$ cat config.mk
export PLATFORM = sky130hd
export DESIGN_NAME = rect_draw_datapath_flat
export DESIGN_NICKNAME = d
export VERILOG_FILES = /design/src/rtl/rect_draw_if.sv /design/src/rtl/rect_draw_datapath.sv /design/src/flat_wrapper.sv
export SDC_FILE = /design/constraint.sdc
export NUM_CORES = 1
export LEC_CHECK = 0
export ABC_AREA = 0
export CAP_MARGIN = 20
export CORE_MARGIN = 10
export CORE_UTILIZATION = 50
export CTS_BUF_LIST = sky130_fd_sc_hd__clkbuf_8
export DETAILED_ROUTE_END_ITERATION = 6
export PLACE_DENSITY = 0.86
export REMOVE_ABC_BUFFERS = 1
export SLEW_MARGIN = 20
export SYNTH_ARGS = -nofsm -noshare
export SYNTH_HDL_FRONTEND = slang
export SYNTH_SLANG_ARGS = --single-unit
$ cat constraint.sdc
create_clock -name clk -period 2.69 [get_ports clk]
set_clock_uncertainty 0.05 [all_clocks]
set_input_delay 0.538 -clock clk [delete_from_list [all_inputs] [get_ports clk]]
set_output_delay 0.538 -clock clk [all_outputs]
set_load 0.03 [all_outputs]
$ cat src/rtl/rect_draw_if.sv
// Pixel-sweep bus between the rectangle control FSM (master) and the draw datapath (slave).
// The master drives the load strobes, start pulse and sources; the slave returns the pixel write.
interface rect_draw_if #(
    parameter int X_W      = 8,
    parameter int Y_W      = 7,
    parameter int COLOUR_W = 3
);
    logic                ld_x;
    logic                ld_y;
    logic                start_count;
    logic [X_W-1:0]      coord_in;
    logic [COLOUR_W-1:0] colour_in;
    logic [X_W-1:0]      x_out;
    logic [Y_W-1:0]      y_out;
    logic [COLOUR_W-1:0] colour_out;
    logic                plot;
    logic                busy;
    logic                done;

    modport master (
        output ld_x, ld_y, start_count, coord_in, colour_in,
        input  x_out, y_out, colour_out, plot, busy, done
    );

    modport slave (
        input  ld_x, ld_y, start_count, coord_in, colour_in,
        output x_out, y_out, colour_out, plot, busy, done
    );
endinterface

$ cat src/rtl/rect_draw_datapath.sv
// Sweeps a fixed BOX_W x BOX_H box from a snapshotted origin, one pixel write per cycle.
// Optional macro RECT_CLIP_EN: suppress plot for pixels outside SCREEN_W x SCREEN_H.
module rect_draw_datapath #(
    parameter int X_W      = 8,
    parameter int Y_W      = 7,
    parameter int COLOUR_W = 3,
    parameter int BOX_W    = 4,
    parameter int BOX_H    = 4,
    parameter int SCREEN_W = 160,
    parameter int SCREEN_H = 120
) (
    input  logic        clk,
    input  logic        reset,
    rect_draw_if.slave  bus
);
    localparam int CX_W = (BOX_W > 1) ? $clog2(BOX_W) : 1;
    localparam int CY_W = (BOX_H > 1) ? $clog2(BOX_H) : 1;
    localparam logic [CX_W-1:0] CX_LAST = CX_W'(BOX_W - 1);
    localparam logic [CY_W-1:0] CY_LAST = CY_W'(BOX_H - 1);

    if (BOX_W < 1 || BOX_H < 1 || SCREEN_W < 1 || SCREEN_H < 1 || Y_W > X_W) begin : g_param_check
        $error("rect_draw_datapath: invalid parameter set");
    end

    typedef enum logic [1:0] {IDLE, DRAW, DONE} state_t;

    state_t              state;
    logic [X_W-1:0]      x_reg, x0;
    logic [Y_W-1:0]      y_reg, y0;
    logic [COLOUR_W-1:0] col_reg, c0;
    logic [CX_W-1:0]     cx;
    logic [CY_W-1:0]     cy;
    logic                in_view;

    always_ff @(posedge clk) begin
        if (reset) begin
            state   <= IDLE;
            cx      <= '0;
            cy      <= '0;
            x_reg   <= '0;
            y_reg   <= '0;
            col_reg <= '0;
            x0      <= '0;
            y0      <= '0;
            c0      <= '0;
        end else begin
            // Load registers are independent of the sweep; x0/y0/c0 hold the active box.
            if (bus.ld_x) x_reg <= bus.coord_in;
            if (bus.ld_y) begin
                y_reg   <= bus.coord_in[Y_W-1:0];
                col_reg <= bus.colour_in;
            end
            case (state)
                IDLE: begin
                    if (bus.start_count) begin
                        state <= DRAW;
                        x0    <= x_reg;
                        y0    <= y_reg;
                        c0    <= col_reg;
                        cx    <= '0;
                        cy    <= '0;
                    end
                end
                DRAW: begin
                    if (cx == CX_LAST) begin
                        cx <= '0;
                        if (cy == CY_LAST) state <= DONE;
                        else               cy    <= cy + 1'b1;
                    end else begin
                        cx <= cx + 1'b1;
                    end
                end
                DONE:    state <= IDLE;
                default: state <= IDLE;
            endcase
        end
    end

`ifdef RECT_CLIP_EN
    // Unwrapped sums so that a box running off the right/bottom edge is clipped, not wrapped.
    logic [X_W:0] sum_x;
    logic [Y_W:0] sum_y;
    assign sum_x     = {1'b0, x0} + (X_W+1)'(cx);
    assign sum_y     = {1'b0, y0} + (Y_W+1)'(cy);
    assign in_view   = (sum_x < (X_W+1)'(SCREEN_W)) && (sum_y < (Y_W+1)'(SCREEN_H));
    assign bus.x_out = sum_x[X_W-1:0];
    assign bus.y_out = sum_y[Y_W-1:0];
`else
    assign in_view   = 1'b1;
    assign bus.x_out = x0 + X_W'(cx);
    assign bus.y_out = y0 + Y_W'(cy);
`endif

    assign bus.colour_out = c0;
    assign bus.busy       = (state == DRAW);
    assign bus.plot       = (state == DRAW) && in_view;
    assign bus.done       = (state == DONE);
endmodule
$ cat src/flat_wrapper.sv
// flat-port wrapper written by rule: the top's interface ports become plain ports
module rect_draw_datapath_flat 
#(
    parameter int X_W      = 8,
    parameter int Y_W      = 7,
    parameter int COLOUR_W = 3,
    parameter int BOX_W    = 4,
    parameter int BOX_H    = 4,
    parameter int SCREEN_W = 160,
    parameter int SCREEN_H = 120
)
  (clk, reset, bus_ld_x, bus_ld_y, bus_start_count, bus_coord_in, bus_colour_in, bus_x_out, bus_y_out, bus_colour_out, bus_plot, bus_busy, bus_done);
  rect_draw_if #(.X_W(X_W), .Y_W(Y_W), .COLOUR_W(COLOUR_W)) bus_i ();
  input  logic clk;
  input  logic reset;
  input wire logic [$bits(bus_i.ld_x)-1:0] bus_ld_x;
  input wire logic [$bits(bus_i.ld_y)-1:0] bus_ld_y;
  input wire logic [$bits(bus_i.start_count)-1:0] bus_start_count;
  input wire logic [$bits(bus_i.coord_in)-1:0] bus_coord_in;
  input wire logic [$bits(bus_i.colour_in)-1:0] bus_colour_in;
  output wire logic [$bits(bus_i.x_out)-1:0] bus_x_out;
  output wire logic [$bits(bus_i.y_out)-1:0] bus_y_out;
  output wire logic [$bits(bus_i.colour_out)-1:0] bus_colour_out;
  output wire logic [$bits(bus_i.plot)-1:0] bus_plot;
  output wire logic [$bits(bus_i.busy)-1:0] bus_busy;
  output wire logic [$bits(bus_i.done)-1:0] bus_done;
  assign bus_i.ld_x = bus_ld_x;
  assign bus_i.ld_y = bus_ld_y;
  assign bus_i.start_count = bus_start_count;
  assign bus_i.coord_in = bus_coord_in;
  assign bus_i.colour_in = bus_colour_in;
  assign bus_x_out = bus_i.x_out;
  assign bus_y_out = bus_i.y_out;
  assign bus_colour_out = bus_i.colour_out;
  assign bus_plot = bus_i.plot;
  assign bus_busy = bus_i.busy;
  assign bus_done = bus_i.done;
  rect_draw_datapath #(.X_W(X_W), .Y_W(Y_W), .COLOUR_W(COLOUR_W), .BOX_W(BOX_W), .BOX_H(BOX_H), .SCREEN_W(SCREEN_W), .SCREEN_H(SCREEN_H)) u_core (.clk(clk), .reset(reset), .bus(bus_i));
endmodule
==> reports/metrics.cfg <==
[run_status]
status = complete, no violations

[clock_network]
path_clk_slew_ns = 0.07
cts_buf_count = 5
cts.root.buffer_cell = clkbuf_8
clkSinkCount = 42
cts.repair.resized = 5
cts.hold.buffers_added = 0
clkLatencyLatePin_ns = 0.29
htreeDepth = 2
ctsLongestPathBuffers = 2
tritoncts = yes
postCtsSetupRepairBufs = 0

[grt]
largest_net_degree_at_the_start_of_global_routing = 30
grt_usage_pct = 11.8
grt_antenna_before_repair = 0
first_global_vias = 1472
grt_pass1_wl_mm = 6.35
gr-total-overflow = 0

[sta]
final_tns_setup_ns = 0
finalCritPeriodShare_pct = 96.4
finalMaxSlewViolations = 0
unrepaired_setup_endpoints_after_global_routing = false
min_period_ns = 2.59
finalSetupViolations = 0
worst_pin_slew_ns = 0.594
slew-limit-headroom_pct = 60.3
timing.final.hold_violations = 0
fmax_mhz = 386
holdWs_ns = 0.403

[critical_path]
critPathCaptureType = output port
cp.required_ns = 2.10
setup.worst_path.class = reg -> out
r2r-end = u_core.cy[0]
arrival_worst_endpoint_ns = 2.01
ff2ff_setup_slack_ns = 1.37
setup.worst_path.start_class = register
timing.critical_path.fanout_max = 4
timing_startpoint_of_the_critical_path = u_core.cx[1]
crit_path_top_delay_cell = clkdlybuf4s50_1
reg2reg_from = u_core.cy[1]
r2r_cells = 4
crit_path_cell_trace = ha_1 > a21o_1 > nand2_1 > xnor2_1 > clkdlybuf4s50_1
timing.critical_path.slowest_cell_delay_ns = 0.69

[floorplanning]
rows = 22
dieWidth_um = 81.3
design.die.area_um2 = 6610
floorplan.initialDensity_pct = 51.7
io_pins = 37
core_area_um2 = 3630
floorplan.die.height_um = 81.3

[power]
power.ir.vdd_worst_mv = 0.364
pwr_density_cell_nw_per_um2 = 522
power_frac_clock_pct = 31.9
portion_of_total_power_attributed_to_combinational_logic_pct = 13.1
design_power_total_mw = 1.22
leakage_nw = 1.03
seq_power_share_pct = 55.0
switching_share_of_power_pct = 24.4
net-switching-power_uw = 296
power.internal_uw = 920

[layout]
num-nets-final = 263
antenna_cells = 0
utilization_pct = 64.1
layout_fillers = 318
area_delta_synth_final_pct = 24.1
drive_above_1_share_pct = 11.8

[detailed_routing]
drc = 0
vias_per_cell = 5.07
drtAntennaViolNets = 0
via_count = 1450
wirelength_mm = 3.64
detail_route.first_pass.iterations = 4
drt-wirelength-per-cell_um = 12.7
drt_iter0_markers = 70

[min_path]
hp-start = u_core.col_reg[2]
timing.hold.worst_path_depth = 2
path_class_of_the_lowest_slack_min_delay_path = reg -> reg
timing.hold.worst_endpoint = u_core.bus.colour_out[2]

[yosys]
ys_seq_elements = 42
synth.area.top_cells = dfxtp_1 45%, mux2i_1 9.6%, nand2_1 8.4%
ys_async_sr_fraction_pct = 0
postSynthCellCount = 204
post_synthesis_cell_type_count = 31
synth_enable_flop_cells = 0
syn_area_per_cell_um2 = 9.21
yosysSeqAreaShare_pct = 44.8
area_share_of_the_leading_cell_type_in_the_synthesized_netlist_pct = 44.8
ys_warn_count = 0
netlist_area_um2 = 1880
yosysTopAreaCell = dfxtp_1
ys.flop_type = dfxtp_1

[job]
maxCapViolCount = 0

[place]
final_estimated_routing_congestion_in_global_placement = 0.703
port_buffer_cells = 36
half_perimeter_wire_length_after_placement_mm = 2.77

==> final cells by class <==
| cell class | instances | area [µm²] | share of cell area (%) |
|---|---|---|---|
| multi-input cells | 146 | 948 | 40.7 |
| flip-flops and latches | 42 | 841 | 36.1 |
| repair buffers | 39 | 379 | 16.3 |
| clock buffers | 6 | 82.6 | 3.54 |
| well taps | 48 | 60.1 | 2.58 |
| inverters | 5 | 18.8 | 0.806 |
==> per-stage QoR <==
step	instances	instance area, µm²	setup WS, ns
2_1_floorplan	193	1810	0.396
3_3_place_gp	280	2250	0.133
3_5_place_dp	280	2250	0.0909
4_1_cts	286	2320	0.0158
5_1_grt	286	2330	0.0106
6_report	286	2330	0.0963
==> cell families after synthesis <==
kind of cell / share of synthesized area (%)
flip-flops: 44.8
adder cells (fa/ha/maj): 6.13
AND/OR/NAND/NOR: 20.7
multiplexers: 9.59
XOR/XNOR: 5.13
AO/OA/AOI/OAI: 8.93
buffers and inverters: 4.73
==> how the worst max path moves through the flow <==
stage | to | slack [ns] | depth (start not counted)
floorplan | bus_x_out[6] | 0.40 | 5
detailed placement | bus_x_out[4] | 0.09 | 6
finish | bus_x_out[5] | 0.1 | 5
CTS | bus_y_out[1] | 0.02 | 3
global placement | bus_x_out[4] | 0.13 | 6
global route | bus_y_out[4] | 0.01 | 5
==> per-layer routing <==
| layer | GRT usage (%) | share of wire (%) | up-vias |
|---|---|---|---|
| met1 | 13.5 | 44 | 673 |
| met3 | 4.97 | 7.4 | 7 |
| met2 | 19.1 | 47 | 32 |
| li1 | - | - | 738 |
| met5 | 0 | 0 | - |
| met4 | 4.67 | 1.4 | 0 |
==> power groups by stage <==
stage / clock network (mW) / logic (mW) / registers (mW)
after global placement: 0 / 0.161 / 0.681
final: 0.388 / 0.159 / 0.668
after floorplan: 0 / 0.0839 / 0.681
after detailed placement: 0 / 0.163 / 0.682
after CTS: 0.400 / 0.162 / 0.668
after global routing: 0.418 / 0.176 / 0.672
==> critical path: cells and delay by family (launching register included) <==
| family | cells | cell delay, ns |
|---|---|---|
| AO/OA/AOI/OAI | 1 | 0.19 |
| adder cells (fa/ha/maj) | 1 | 0.30 |
| XOR/XNOR | 1 | 0.11 |
| AND/OR/NAND/NOR | 1 | 0.09 |
| flip-flops | 1 | 0.34 |
| buffers and inverters | 1 | 0.69 |
==> Yosys cell counts (all sizes together) (3+ instances only) <==
cell	count
a21oi	22
buf	7
clkbuf	4
dfxtp	42
ha	6
inv	5
mux2i	18
nand2	44
nand3	6
nor2	20
nor3	3
xnor2	7
xor2	4
==> layout by cell type, fill, tap and decap left out, types with 2 or more instances in the layout <==
cell,instances
nand2_1,42
dfxtp_1,42
clkdlybuf4s50_1,25
nor2_1,20
mux2i_1,18
a21oi_1,12
a21oi_2,10
xnor2_1,7
nand3_1,6
ha_1,6
clkbuf_8,6
inv_1,5
buf_4,5
xor2_1,4
dlymetal6s2s_1,4
nor3_1,3
dlygate4sd2_1,3
a21o_1,2
nand4_1,2
nand2_2,2
fa_1,2
No activity file was read; power rests on OpenSTA's default activity.
